## src/rtl/fetch_stage_ctrl.sv

```systemverilog
// Fetch-stage controller: owns the PC and IF/ID register, obeys stall/flush, and drives a
// single-outstanding imem handshake. One-cycle fetch latency; a stalled response waits in a skid register.
module fetch_stage_ctrl #(
  parameter logic [31:0] RESET_PC = 32'h0000_0000,
  parameter logic [31:0] NOP_INST = 32'h0000_0013
) (
  input  logic        clk_i,
  input  logic        rst_n_i,
  input  logic        stall_i,
  input  logic        flush_i,
  input  logic [31:0] branch_target_i,
  output logic        imem_req_o,
  output logic [31:0] imem_addr_o,
  input  logic [31:0] imem_rdata_i,
  input  logic        imem_valid_i,
  output logic [31:0] if_id_pc_o,
  output logic [31:0] if_id_inst_o,
  output logic        if_id_valid_o,
  output logic [15:0] stall_cnt_o
);

  typedef enum logic [1:0] {BOOT, FETCH, HOLD} state_e;

  state_e      state_q, state_d;
  logic [31:0] pc_q, pc_d;
  logic [31:0] skid_q, skid_d;
  logic [31:0] if_id_pc_q, if_id_pc_d;
  logic [31:0] if_id_inst_q, if_id_inst_d;
  logic        if_id_valid_q, if_id_valid_d;
  logic        req_q, req_d;
  logic [15:0] stall_cnt_q, stall_cnt_d;
  logic [31:0] target_aligned;
  logic [31:0] pc_plus4;

  assign target_aligned = branch_target_i & ~32'h0000_0003;
  assign pc_plus4       = pc_q + 32'd4;

  always_comb begin
    state_d       = state_q;
    pc_d          = pc_q;
    skid_d        = skid_q;
    if_id_pc_d    = if_id_pc_q;
    if_id_inst_d  = if_id_inst_q;
    if_id_valid_d = if_id_valid_q;
    stall_cnt_d   = stall_cnt_q;

    if (flush_i) begin
      // Redirect wins over everything; any same-cycle response is dropped.
      pc_d          = target_aligned;
      if_id_pc_d    = 32'h0;
      if_id_inst_d  = NOP_INST;
      if_id_valid_d = 1'b0;
      skid_d        = 32'h0;
      state_d       = FETCH;
    end else begin
      unique case (state_q)
        BOOT: state_d = FETCH;
        FETCH: begin
          if (imem_valid_i) begin
            if (stall_i) begin
              skid_d  = imem_rdata_i;
              state_d = HOLD;
            end else begin
              if_id_pc_d    = pc_q;
              if_id_inst_d  = imem_rdata_i;
              if_id_valid_d = 1'b1;
              pc_d          = pc_plus4;
            end
          end else if (!stall_i) begin
            if_id_pc_d    = pc_q;
            if_id_inst_d  = NOP_INST;
            if_id_valid_d = 1'b0;
          end
        end
        HOLD: begin
          // Release presents the captured word; no refetch of the same PC.
          if (!stall_i) begin
            if_id_pc_d    = pc_q;
            if_id_inst_d  = skid_q;
            if_id_valid_d = 1'b1;
            pc_d          = pc_plus4;
            state_d       = FETCH;
          end
        end
        default: state_d = BOOT;
      endcase
    end

    if (stall_i && if_id_valid_q && !flush_i && (stall_cnt_q != 16'hFFFF)) begin
      stall_cnt_d = stall_cnt_q + 16'd1;
    end

    req_d = (state_d == FETCH);
  end

  always_ff @(posedge clk_i) begin
    if (!rst_n_i) begin
      state_q       <= BOOT;
      pc_q          <= RESET_PC;
      skid_q        <= 32'h0;
      if_id_pc_q    <= 32'h0;
      if_id_inst_q  <= NOP_INST;
      if_id_valid_q <= 1'b0;
      req_q         <= 1'b0;
      stall_cnt_q   <= 16'h0;
    end else begin
      state_q       <= state_d;
      pc_q          <= pc_d;
      skid_q        <= skid_d;
      if_id_pc_q    <= if_id_pc_d;
      if_id_inst_q  <= if_id_inst_d;
      if_id_valid_q <= if_id_valid_d;
      req_q         <= req_d;
      stall_cnt_q   <= stall_cnt_d;
    end
  end

  assign imem_req_o    = req_q;
  assign imem_addr_o   = pc_q;
  assign if_id_pc_o    = if_id_pc_q;
  assign if_id_inst_o  = if_id_inst_q;
  assign if_id_valid_o = if_id_valid_q;
  assign stall_cnt_o   = stall_cnt_q;

endmodule
```

## config.mk

```make
export PLATFORM = sky130hd
export DESIGN_NAME = fetch_stage_ctrl
export DESIGN_NICKNAME = d
export VERILOG_FILES = /design/src/rtl/fetch_stage_ctrl.sv
export SDC_FILE = /design/constraint.sdc
export NUM_CORES = 1
export LEC_CHECK = 0
export CAP_MARGIN = 20
export CORE_UTILIZATION = 44
export CTS_BUF_LIST = sky130_fd_sc_hd__clkbuf_4 sky130_fd_sc_hd__clkbuf_8 sky130_fd_sc_hd__clkbuf_16
export DETAILED_ROUTE_END_ITERATION = 6
export PLACE_DENSITY_LB_ADDON = 0.15
export SLEW_MARGIN = 40
export SYNTH_ARGS = -nofsm -noshare
export SYNTH_HDL_FRONTEND = slang
export SYNTH_SLANG_ARGS = --single-unit
```

## constraint.sdc

```tcl
create_clock -name clk_i -period 2.05 [get_ports clk_i]
set_input_delay 0.41 -clock clk_i [delete_from_list [all_inputs] [get_ports clk_i]]
set_output_delay 0.41 -clock clk_i [all_outputs]
set_load 0.005 [all_outputs]
```

==> impl_metrics.tcl <==
set metrics [dict create \
    status "completed" \
    hold_depth 2 \
    drcViolationCount 0 \
    clk_pin_slew_ps 60 \
    cts_tree "done" \
    hold_violations 0 \
    final-setup-viol-count 0 \
    yosysMostFrequentCell "nand2_1" \
    start_util_pct 45.2 \
    grt-ovfl-total 0 \
    wl_per_cell_um 15.4 \
    clkLatencyLatePin_ps 420 \
    async_flop_share_pct 0 \
    worst_slew_pin_slew_ps 543 \
    synth_top_area_share_pct 43.9 \
    grt_max_degree 40 \
    cp_slowest_cell "or4_4" \
    first_global_vias 5944 \
    worst_setup_path_end_kind "flop" \
    max_stage_delay_ps 500 \
    startpoint "state_q[1]$_SDFF_PN0_" \
    cp_data_arrival_time_ps 2310 \
    num_rows 44 \
    synth_common_cells "nand2_1, dfxtp_1, a21oi_1, nor2_1, clkbuf_1" \
    die_h_um 124 \
    post_dp_cell_area_um2 8950 \
    dieWidth_um 124 \
    r2r_end "imem_addr_o[16]$_SDFFE_PN0P_" \
    ff2ff_path_depth 6 \
    path_max_fanout 4 \
    root_buffer "clkbuf_16" \
    synth-seq-cells 144 \
    place_hpwl_mm 13.4 \
    antenna_left 0 \
    relSlewSlack_pct 63.5 \
    fin_skew_ps 6.63 \
    pre_cts_ws_ps -263 \
    area_growth_pct 46.1 \
    max_cap_viol_count 0 \
    endpoint "imem_addr_o[16]$_SDFFE_PN0P_" \
    slew_viol_final 0 \
    r2r_slack_ps 80 \
    fin_crit_ps 1970 \
    critical_path_class "flop to flop" \
    holdWs_ps 452 \
    rsz0062_at_grt "no" \
    detail_route.iter0.violations 521 \
    worstPathRequired_ps 2390 \
    diodes 0 \
    dieArea_um2 15400 \
    ir_drop_v 0.000596 \
    grt_pass1_wl_mm 30.0 \
    antenna_found_initial 0 \
    synth_edf_count 0 \
    grt_usage_pct 25.2 \
    ys_types 57 \
    power.total_mw 7.04 \
    crit_top_cell "or4_4" \
    hold_buffers 0 \
    viasPerCell 5.44 \
    core_region_area_um2 14500 \
    cp-start-kind "flop" \
    path_cells "inv_1 -> ha_4 -> mux2i_1 -> or4_4 -> or4_4 -> a31oi_1" \
    wirelength_mm 19.3 \
    finalInstanceArea_um2 9600 \
    avgSynthCellArea_um2 7.69 \
    ys_seq_area_share_pct 43.9 \
    min_period_over_period_pct 96.0 \
    leakage_nw 3.41 \
    cts-htree-levels 4 \
    clockBufferDepth 2 \
    final_net_count 1135 \
    synthTopCellsByArea "dfxtp_1, nand2_1, a21oi_1" \
    cts_inserted_buffers 17 \
    fmax_mhz 508 \
    power_density_nw_per_um2 734 \
    ys_warn_count 0 \
    port_buffers 176 \
    hp-class "flop to flop" \
    synth_area_um2 6570 \
    yosysTopAreaCell "dfxtp_1" \
    syn_inst 854 \
    io_pins 183 \
    clock-sinks 144 \
    dr.pass1.iters 5 \
    synthFlopType "dfxtp_1" \
    drive_above_1_share_pct 11.7 \
    r2r_start "state_q[1]$_SDFF_PN0_" \
    vias 6832 \
    setup_ws_ps 81.0 \
    place_congestion 0.828 \
]
per-layer routing:
layer	GRT usage, %	vias up	part of all wire [%]
met1	33.7	3139	45
met4	8.78	0	1.5
li1	-	3407	-
met3	4.81	25	7.5
met5	0	-	0
met2	40.3	261	46
how the worst min path moves through the flow:
stage,from,to,slack [ps]
2_1_floorplan,skid_q[0]$_SDFFE_PP0P_,skid_q[0]$_SDFFE_PP0P_,440
3_3_place_gp,if_id_pc_o[23]$_SDFFE_PP0P_,if_id_pc_o[23]$_SDFFE_PP0P_,440
3_5_place_dp,if_id_pc_o[8]$_SDFFE_PP0P_,if_id_pc_o[8]$_SDFFE_PP0P_,450
4_1_cts,if_id_pc_o[23]$_SDFFE_PP0P_,if_id_pc_o[23]$_SDFFE_PP0P_,460
5_1_grt,if_id_pc_o[2]$_SDFFE_PP0P_,if_id_pc_o[2]$_SDFFE_PP0P_,470
6_report,if_id_pc_o[14]$_SDFFE_PP0P_,if_id_pc_o[14]$_SDFFE_PP0P_,450
repair_timing:
| item | 4_1_cts | 5_1_grt |
|---|---|---|
| pin swaps | 0 | 1 |
| endpoints found under the setup margin | 2 | 5 |
| buffers inserted | 0 | 2 |
| cloned | 0 | 0 |
| resized for setup | 1 | 7 |
kinds of logic (layout without fill, tap and decap cells):
| group | count (synthesis) | in the layout | share of synthesized area (%) |
|---|---|---|---|
| xor gates and xnor gates | 11 | 11 | 1.47 |
| AOI/OAI and AO/OA | 204 | 204 | 19.1 |
| muxes | 9 | 9 | 1.39 |
| and+or+nand+nor | 396 | 396 | 27.9 |
| buffers and inverters | 83 | 297 | 5.12 |
| other | 1 | 4 | 0.0571 |
| adders and majority gates | 6 | 6 | 1.14 |
| DFF | 144 | 144 | 43.9 |
placed cells by master, fill, tap and decap left out, types with 7 or more instances in the layout:
cell             instances
nand2_1                185
clkdlybuf4s50_1        176
dfxtp_1                142
a21oi_1                 90
nor2_1                  74
buf_4                   69
nor3_1                  43
a211oi_1                35
o21ai_0                 27
clkbuf_16               17
nand3_1                 16
o31ai_1                 13
inv_1                   12
a31oi_1                 12
nand4_1                 11
or4_1                   11
nor4_1                  10
nand2b_1                 8
mux2i_1                  8
xnor2_1                  8
and3_1                   7
buf_12                   7
critical path: cells and delay by family (launching register included):
kind                     cells  cell delay (ps)
AND/OR/NAND/NOR              2              980
AO/OA/AOI/OAI                1              160
flip-flops                   1              350
multiplexers                 1              140
adder cells (fa/ha/maj)      1              180
buffers and inverters        1               80
flip-flops by register name, summed over array words and instances, names as in the netlist:
signal         cells
state_q            2
imem_req_o         1
stall_cnt_o       16
imem_addr_o       30
if_id_inst_o      32
skid_q            32
if_id_valid_o      1
if_id_pc_o        30
final cells by class:
type                       instances  area [um^2]
clock buffer                      20          454
clock inverter                    10          139
fill                            1255         4940
inverter                          14         52.6
multi-input combinational        630         3400
sequential                       144         2890
tap                              184          230
timing repair buffer             253         2430
power breakdown:
group          leakage [nW]  switching [mW]  internal, mW
logic                  1.96           0.445         0.482
registers              1.17          0.0814          2.89
clock network         0.281            1.19          1.95
total                  3.41            1.71          5.33
per-stage QoR:
stage                     cells  util [%]  setup TNS, ps
after CTS                  1253      65.7              0
after detailed placement   1223      61.6          -4230
after floorplan             857         -              0
after global routing       1255      66.0              0
final                      1255      66.0              0
after global placement     1223      61.6          -2740
(Power assumes the default switching activity.)
